$ cat src/rtl/pll_reconfig_master.sv
// Avalon-MM initiator that reprograms one PLL output counter through the reconfig core.
// Define PLLRCFG_PHASE_STEP_EN to add a phase-step write between the C-counter and start writes.
module pll_reconfig_master #(
  parameter int unsigned POLL_GAP = 4,
  parameter int unsigned TIMEOUT  = 65535
) (
  input  logic        clk,
  input  logic        reset_n,
  input  logic        req_valid,
  output logic        req_ready,
  input  logic [4:0]  req_cnt_sel,
  input  logic [7:0]  req_hi,
  input  logic [7:0]  req_lo,
  input  logic        req_odd,
  input  logic        req_bypass,
`ifdef PLLRCFG_PHASE_STEP_EN
  input  logic [15:0] req_phase_steps,
  input  logic        req_phase_up,
`endif
  output logic        busy,
  output logic        done,
  output logic        err,
  output logic [5:0]  avm_address,
  output logic        avm_read,
  output logic        avm_write,
  output logic [31:0] avm_writedata,
  input  logic [31:0] avm_readdata,
  input  logic        avm_waitrequest,
  input  logic        pll_locked
);

  localparam logic [5:0]  ADDR_MODE   = 6'h00;
  localparam logic [5:0]  ADDR_STATUS = 6'h01;
  localparam logic [5:0]  ADDR_START  = 6'h02;
  localparam logic [5:0]  ADDR_C      = 6'h05;
  localparam logic [5:0]  ADDR_PHASE  = 6'h06;
  localparam logic [7:0]  GAP_LAST    = 8'(POLL_GAP - 1);
  localparam logic [31:0] TO_LIMIT    = 32'(TIMEOUT);

  typedef enum logic [3:0] {
    ST_IDLE,
    ST_WR_MODE,
    ST_WR_C,
`ifdef PLLRCFG_PHASE_STEP_EN
    ST_WR_PHASE,
`endif
    ST_WR_START,
    ST_GAP,
    ST_RD_STATUS,
    ST_WAIT_LOCK,
    ST_DONE,
    ST_ERR
  } state_t;

  state_t      state_reg, state_next;
  logic        ready_reg;
  logic [31:0] c_word_reg, c_word_next;
`ifdef PLLRCFG_PHASE_STEP_EN
  logic [31:0] phase_word_reg, phase_word_next;
`endif
  logic [7:0]  gap_cnt_reg, gap_cnt_next;
  logic [31:0] to_cnt_reg, to_cnt_next;
  logic        lock_meta_reg, lock_sync_reg;
  logic [5:0]  addr_reg, addr_next;
  logic [31:0] wdata_reg, wdata_next;
  logic        rd_reg, rd_next;
  logic        wr_reg, wr_next;

  // Write-state parameters, shared by the common write handshake below.
  logic        wr_state;
  logic [5:0]  wr_addr;
  logic [31:0] wr_data;
  state_t      wr_after;
  logic        to_hit;
  logic        unused_readdata;

  assign unused_readdata = ^avm_readdata[31:1];
  assign to_hit          = (to_cnt_reg >= TO_LIMIT);

  assign req_ready     = ready_reg && (state_reg == ST_IDLE);
  assign busy          = (state_reg != ST_IDLE);
  assign done          = (state_reg == ST_DONE);
  assign err           = (state_reg == ST_ERR);
  assign avm_address   = addr_reg;
  assign avm_writedata = wdata_reg;
  assign avm_read      = rd_reg;
  assign avm_write     = wr_reg;

  always_comb begin
    state_next      = state_reg;
    c_word_next     = c_word_reg;
`ifdef PLLRCFG_PHASE_STEP_EN
    phase_word_next = phase_word_reg;
`endif
    gap_cnt_next    = gap_cnt_reg;
    to_cnt_next     = to_cnt_reg;
    addr_next       = addr_reg;
    wdata_next      = wdata_reg;
    rd_next         = rd_reg;
    wr_next         = wr_reg;
    wr_state        = 1'b0;
    wr_addr         = ADDR_MODE;
    wr_data         = 32'd0;
    wr_after        = ST_IDLE;

    // Saturating so a stuck lock cannot wrap the counter back below the limit.
    if ((state_reg == ST_GAP || state_reg == ST_RD_STATUS || state_reg == ST_WAIT_LOCK) && !to_hit)
      to_cnt_next = to_cnt_reg + 32'd1;

    case (state_reg)
      ST_IDLE: begin
        if (req_valid && req_ready) begin
          c_word_next     = {9'd0, req_cnt_sel, req_odd, req_bypass, req_hi, req_lo};
`ifdef PLLRCFG_PHASE_STEP_EN
          phase_word_next = {10'd0, req_phase_up, req_cnt_sel, req_phase_steps};
`endif
          state_next      = ST_WR_MODE;
        end
      end
      ST_WR_MODE: begin
        wr_state = 1'b1;
        wr_addr  = ADDR_MODE;
        wr_data  = 32'd1;
        wr_after = ST_WR_C;
      end
      ST_WR_C: begin
        wr_state = 1'b1;
        wr_addr  = ADDR_C;
        wr_data  = c_word_reg;
`ifdef PLLRCFG_PHASE_STEP_EN
        wr_after = (phase_word_reg[15:0] != 16'd0) ? ST_WR_PHASE : ST_WR_START;
`else
        wr_after = ST_WR_START;
`endif
      end
`ifdef PLLRCFG_PHASE_STEP_EN
      ST_WR_PHASE: begin
        wr_state = 1'b1;
        wr_addr  = ADDR_PHASE;
        wr_data  = phase_word_reg;
        wr_after = ST_WR_START;
      end
`endif
      ST_WR_START: begin
        wr_state = 1'b1;
        wr_addr  = ADDR_START;
        wr_data  = 32'd1;
        wr_after = ST_GAP;
      end
      ST_GAP: begin
        if (to_hit) begin
          state_next = ST_ERR;
        end else if (gap_cnt_reg == GAP_LAST) begin
          // Raise the read on the way out so the gap is exactly POLL_GAP idle cycles.
          gap_cnt_next = 8'd0;
          rd_next      = 1'b1;
          addr_next    = ADDR_STATUS;
          state_next   = ST_RD_STATUS;
        end else begin
          gap_cnt_next = gap_cnt_reg + 8'd1;
        end
      end
      ST_RD_STATUS: begin
        if (rd_reg && !avm_waitrequest) begin
          rd_next = 1'b0;
          if (avm_readdata[0])
            state_next = ST_WAIT_LOCK;
          else if (to_hit)
            state_next = ST_ERR;
          else
            state_next = ST_GAP;
        end
      end
      ST_WAIT_LOCK: begin
        if (lock_sync_reg)
          state_next = ST_DONE;
        else if (to_hit)
          state_next = ST_ERR;
      end
      ST_DONE:  state_next = ST_IDLE;
      ST_ERR:   state_next = ST_IDLE;
      default:  state_next = ST_IDLE;
    endcase

    // A fresh strobe is only raised from a low strobe, which guarantees one idle
    // cycle between consecutive writes.
    if (wr_state) begin
      if (!wr_reg) begin
        wr_next    = 1'b1;
        addr_next  = wr_addr;
        wdata_next = wr_data;
      end else if (!avm_waitrequest) begin
        wr_next    = 1'b0;
        state_next = wr_after;
        if (state_reg == ST_WR_START) begin
          to_cnt_next  = 32'd0;
          gap_cnt_next = 8'd0;
        end
      end
    end
  end

  always_ff @(posedge clk or negedge reset_n) begin
    if (!reset_n) begin
      state_reg      <= ST_IDLE;
      ready_reg      <= 1'b0;
      c_word_reg     <= 32'd0;
`ifdef PLLRCFG_PHASE_STEP_EN
      phase_word_reg <= 32'd0;
`endif
      gap_cnt_reg    <= 8'd0;
      to_cnt_reg     <= 32'd0;
      lock_meta_reg  <= 1'b0;
      lock_sync_reg  <= 1'b0;
      addr_reg       <= 6'd0;
      wdata_reg      <= 32'd0;
      rd_reg         <= 1'b0;
      wr_reg         <= 1'b0;
    end else begin
      state_reg      <= state_next;
      ready_reg      <= 1'b1;
      c_word_reg     <= c_word_next;
`ifdef PLLRCFG_PHASE_STEP_EN
      phase_word_reg <= phase_word_next;
`endif
      gap_cnt_reg    <= gap_cnt_next;
      to_cnt_reg     <= to_cnt_next;
      lock_meta_reg  <= pll_locked;
      lock_sync_reg  <= lock_meta_reg;
      addr_reg       <= addr_next;
      wdata_reg      <= wdata_next;
      rd_reg         <= rd_next;
      wr_reg         <= wr_next;
    end
  end

endmodule
$ cat config.mk
export PLATFORM = sky130hd
export DESIGN_NAME = pll_reconfig_master
export DESIGN_NICKNAME = d
export VERILOG_FILES = /design/src/rtl/pll_reconfig_master.sv
export SDC_FILE = /design/constraint.sdc
export NUM_CORES = 1
export LEC_CHECK = 0
export ABC_CLOCK_PERIOD_IN_PS = 2500
export BUFFER_PORTS_ARGS = -buffer_cell sky130_fd_sc_hd__buf_4
export CELL_PAD_IN_SITES_DETAIL_PLACEMENT = 0
export CELL_PAD_IN_SITES_GLOBAL_PLACEMENT = 1
export CORE_ASPECT_RATIO = 1.4
export CORE_MARGIN = 10
export CORE_UTILIZATION = 35
export CTS_CLUSTER_SIZE = 8
export DETAILED_ROUTE_END_ITERATION = 8
export GPL_TIMING_DRIVEN = 0
export PLACE_DENSITY_LB_ADDON = 0.1
export SLEW_MARGIN = 25
export SYNTH_ARGS = -nofsm -noshare
export SYNTH_HDL_FRONTEND = slang
export SYNTH_SLANG_ARGS = --single-unit
$ cat constraint.sdc
create_clock -name clk -period 2.5 [get_ports clk]
set_clock_uncertainty 0.2 [all_clocks]
set_input_delay 0 -clock clk [delete_from_list [all_inputs] [get_ports clk]]
set_output_delay 0 -clock clk [all_outputs]
set_load 0.02 [all_outputs]
Yosys cells after proc, flatten, opt, wreduce, memory -nomap -nowiden
Cells that the tools add are included.
{ "classes": {"n_eq_ne": 12, "add_sub_neg": 2, "n_reduce_logical": 16, "order_cmp": 1, "mux": 39, "bitwise": 1} }
{ "op_table": {"columns": ["operator", "n"], "rows": [
  ["32-bit two-way mux", 5],
  ["8-bit two-way mux", 7],
  ["23-bit case mux with 2 select lines", 1],
  ["4-bit two-way mux", 11],
  ["32-bit by 1-bit adder with 32-bit output, second input constant", 1],
  ["32-bit by 16-bit >= comparator with 1-bit output, second input constant", 1],
  ["6-bit two-way mux", 5],
  ["4-bit case mux with 5 select lines", 1],
  ["4-bit by 3-bit == test with 1-bit output, second input constant", 4],
  ["3-bit case mux with 3 select lines", 1],
  ["8-bit by 1-bit adder with 8-bit output, second input constant", 1],
  ["4-bit by 2-bit == test with 1-bit output, second input constant", 2],
  ["8-bit by 2-bit == test with 1-bit output, second input constant", 1],
  ["1-bit two-way mux", 6],
  ["3-bit case mux with 2 select lines", 1],
  ["4-bit by 1-bit == test with 1-bit output, second input constant", 1],
  ["4-bit == test, second input constant", 1],
  ["1-bit logical AND", 4],
  ["4-bit zero test", 1],
  ["2-bit by 1-bit != test with 1-bit output, second input constant", 2],
  ["2-bit AND reduction", 2],
  ["4-bit AND reduction", 1],
  ["4-bit nonzero test", 1],
  ["3-bit OR reduction", 1],
  ["other kinds (7)", 9]
]} }
{ "totals": {"elab_cells": 82, "output_inout_bits": 44, "ff_bits": 110} }

Longest topological paths before layout
{ "depth": {"ltp_word": 9, "ltp_mapped": 8, "mapped_depth_nobuf": 6} }

Least setup slack after synthesis
OpenSTA, ideal clock, no wires.
{ "synth_path": {"kind": "reg-to-reg", "from": "reg to_cnt_reg[0]", "to": "reg to_cnt_reg[14]", "slack_ns": 0.091, "arrival_ns": 2.131, "setup_ns": 0.078, "required_time_ns": 2.222, "synth_period_minus_slack_ns": 2.409, "path_stages_with_launch": 8, "path_cell_list": "dfrtp_1 -> ha_1 -> and3_1 -> and4_1 -> or4b_4 -> buf_6 -> or4_1 -> a21oi_1"} }
{ "synth_via": {"elab_chain_cells": 8} }
{ "synth_rtl": {"columns": ["item", "line_no", "source"], "rows": [
  ["start, declared", "62", "logic [31:0] to_cnt_reg, to_cnt_next;"],
  ["start signal, assigned", "227", "to_cnt_reg <= to_cnt_next;"],
  ["32-bit by 16-bit >= comparator with 1-bit output", "78", "assign to_hit = (to_cnt_reg >= TO_LIMIT);"],
  ["1-bit zero test", "107", "if ((state_reg == ST_GAP || state_reg == ST_RD_STATUS || state_reg == ST_WAIT_LOCK) && !to_hit)"],
  ["1-bit logical AND", "107", null],
  ["32-bit two-way mux *", "107", null],
  ["32-bit two-way mux", "195", "if (state_reg == ST_WR_START) begin"],
  ["32-bit two-way mux", "192", "end else if (!avm_waitrequest) begin"],
  ["32-bit two-way mux", "188", "if (!wr_reg) begin"],
  ["32-bit two-way mux *", "187", "if (wr_state) begin"],
  ["net to_cnt_next[14]", "62", null]
]} }
The timed path passes the listed nets; every way through them passes the cells marked *.
A chain may end at the register's enable or synchronous reset.

Worst setup path after layout
{ "layout_path": {"from": "reg to_cnt_reg[24]", "to": "reg to_cnt_reg[14]"} }
{ "layout_via": {"elab_chain_cells": 8} }
{ "layout_rtl": {"columns": ["item", "line_no"], "rows": [
  ["32-bit by 16-bit >= comparator with 1-bit output *", "78"],
  ["1-bit zero test *", "107"],
  ["1-bit logical AND *", "107"],
  ["32-bit two-way mux *", "107"],
  ["32-bit two-way mux", "195"],
  ["32-bit two-way mux", "192"],
  ["32-bit two-way mux", "188"],
  ["32-bit two-way mux *", "187"],
  ["net to_cnt_next[14]", "62"]
]} }
Marks and branches as above.

==> results.sh <==
export IMPL_outcome="finished clean"
export IMPL_drt_pre_antenna_iters=4
export IMPL_finish_net_count=554
export IMPL_timing_critical_path_cells="nor4_2 -> nand4_1 -> buf_6 -> or4b_4 -> buf_8 -> or4_4 -> a21oi_2"
export IMPL_final_count_of_hold_timing_violations=0
export IMPL_critical_path_max_stage_delay_ns=0.53
export IMPL_synth_enable_flop_cells=0
export IMPL_clock_insertion_delay_worst_skew_ns=0.34
export IMPL_grt_pass1_vias=3537
export IMPL_cts_buffer_depth=2
export IMPL_timing_final_crit_share_pct=99.4
export IMPL_timing_worst_setup_path_type="reg2reg"
export IMPL_cts_sink_count=101
export IMPL_numCtsBuffers=9
export IMPL_most_used_cells_in_the_layout_excluding_fill_and_tap_cells="dfrtp_1, buf_4, dlygate4sd3_1"
export IMPL_pre_cts_slack_ns=-0.380
export IMPL_postLayoutCellArea_um2=5830
export IMPL_filler_cell_count=1115
export IMPL_hold_slack_ns=0.0338
export IMPL_drt_drc_violations_left=0
export IMPL_synth_ff_latch_count=101
export IMPL_synth_distinct_cells=43
export IMPL_num_io_pins=104
export IMPL_detail_route_wirelength_um=10700
export IMPL_commonest_non_fill_non_tap_cell_in_the_layout="dfrtp_1"
export IMPL_ys_warnings_count=0
export IMPL_clock_root_buffer="clkbuf_16"
export IMPL_dpl_hpwl_um=7350
export IMPL_irDropWorstVdd_v=0.000487
export IMPL_power_density_nw_per_um2=1100
export IMPL_syn_area_per_cell_um2=11.4
export IMPL_top_flip_flop_cell_by_instance_count_after_synthesis="dfrtp_1"
export IMPL_post_route_worst_setup_slack_ns=0.0154
export IMPL_max_freq_mhz=402
export IMPL_port_buffers=63
export IMPL_grt_setup_unrepaired="true"
export IMPL_leakage_nw=2.66
export IMPL_worst_path_max_delay_cell="or4b_4"
export IMPL_die_height_um=151
export IMPL_grt_start_max_net_pins=102
export IMPL_clkTransAtPathRegs_ns=0.07
export IMPL_tightestPinTransition_ns=0.565
export IMPL_worst_hold_path_type="in2reg"
export IMPL_gr_total_overflow=0
export IMPL_htreeDepth=3
export IMPL_grt_pass1_wl_um=17600
export IMPL_arrival_ns=2.55
export IMPL_synth_cell_area_um2=4300
export IMPL_start_util_pct=36.0
export IMPL_chipWidth_um=114
export IMPL_placed_cells=594
export IMPL_worst_setup_path_end_kind="flop"
export IMPL_yosysSeqAreaShare_pct=58.8
export IMPL_post_route_setup_tns_ns=0
export IMPL_crit_path_start_kind="flop"
export IMPL_cell_area_after_placement_um2=4990
export IMPL_largest_reg_flops=32
export IMPL_fp_dieArea_um2=17200
export IMPL_critPathMaxFanout=5
export IMPL_report_final_slew_viol_count=0
export IMPL_max_cap_violations=0
export IMPL_synth_cells=376
export IMPL_number_of_antenna_violations_at_the_first_check_in_global_routing=0
export IMPL_timing_critical_path_required_ns=2.57
export IMPL_reg2reg_setup_slack_ns=0.02
export IMPL_min_period_ns=2.48
export IMPL_area_of_the_core_um2=11900
export IMPL_num_rows=47
export IMPL_cts_tree="done"
export IMPL_drive_above_1_share_pct=30.3
export IMPL_drt_vias_per_instance=5.05
export IMPL_wl_per_cell_um=16.6
export IMPL_antenna_diode_count=0
export IMPL_area_delta_synth_final_pct=35.6
export IMPL_layout_core_utilization_pct=48.8
export IMPL_layout_cells_non_filler=642
export IMPL_gr_usage_all_layers_pct=12.6
export IMPL_report_final_setup_viol=0
export IMPL_slew_limit_headroom_pct=62.0
export IMPL_gp_routability_congestion=0.783
export IMPL_vias=3244
export IMPL_finalPower_mw=6.38
export IMPL_synth_async_sr_flop_share_pct=100
export IMPL_route_antenna_remaining_nets=0
export IMPL_drt_first_iter_violations=92
==> cell usage after synthesis (9+ instances only) <==
library cell / number / share of area [%]
a21oi_1: 19 / 2.2
a22o_1: 22 / 4.5
and2_1: 21 / 3.1
buf_4: 9 / 1.6
clkbuf_1: 19 / 1.7
dfrtp_1: 101 / 59
mux2_2: 23 / 6.0
nand2_1: 18 / 1.6
nand3_1: 9 / 1.0
nor2_1: 22 / 1.9
nor4_1: 12 / 1.7
o21ai_0: 15 / 1.7
or3_1: 9 / 1.3
==> routing by layer <==
metal / part of all wire [%] / routed length (µm) / track usage (%)
met1: 41 / 4400 / 14.4
met2: 53 / 5630 / 21.8
met3: 5.2 / 560 / 4.04
met4: 0.94 / 100 / 3.75
met5: 0 / 0 / 0
==> final cells by class <==
class / count / area (µm²) / area share (%)
sequential: 101 / 2530 / 43.4
multi-input combinational: 249 / 1770 / 30.4
timing repair buffer: 98 / 851 / 14.6
clock buffer: 9 / 225 / 3.87
tap: 147 / 184 / 3.16
buffer: 29 / 164 / 2.81
clock inverter: 5 / 85.1 / 1.46
inverter: 4 / 15.0 / 0.258
==> critical path, delay by kind of cell, from the launching register on <==
| kind | cells | cell delay, ns |
|---|---|---|
| buffers and inverters | 2 | 0.31 |
| AND/OR/NAND/NOR | 4 | 1.39 |
| AO/OA/AOI/OAI | 1 | 0.12 |
| flip-flops | 1 | 0.39 |
==> logic make-up (layout without fill, tap and decap cells) <==
| family | count (synthesis) | count (layout) | synth area share, % |
|---|---|---|---|
| flops | 101 | 101 | 58.8 |
| compound gates | 69 | 69 | 10.7 |
| mux | 24 | 24 | 6.26 |
| fa+ha+maj | 2 | 2 | 0.582 |
| xor+xnor | 9 | 9 | 1.84 |
| other cells | 2 | 10 | 0.175 |
| simple gates | 135 | 135 | 17.7 |
| buf+inv | 34 | 145 | 3.93 |
==> where the power goes <==
| group | leakage [nW] | total, mW | switching (mW) | internal (mW) |
|---|---|---|---|---|
| Clock | 0.148 | 1.49 | 0.612 | 0.874 |
| Combinational | 1.20 | 2.23 | 1.16 | 1.08 |
| Sequential | 1.30 | 2.66 | 0.443 | 2.22 |
==> worst paths after layout <==
kind,from,endpoint,cells after the start
setup reg to reg,to_cnt_reg[24],to_cnt_reg[14],7
setup / recovery,to_cnt_reg[24],to_cnt_reg[14],7
min in group asynchronous,reset_n,to_cnt_reg[3],3
max in group asynchronous,reset_n,c_word_reg[10],4
hold reg to reg,lock_meta_reg,lock_sync_reg,0
hold / removal,req_valid,c_word_reg[20],3
==> what timing repair did <==
item | in CTS | in global routing
hold buffers | 27 | 1
setup endpoints to repair | 68 | 31
cloned | 0 | 1
hold endpoints to repair | 130 | 32
setup buffers | 4 | 1
pin swaps | 1 | 12
gates resized for setup | 19 | 27
No activity file was read; power rests on OpenSTA's default activity.
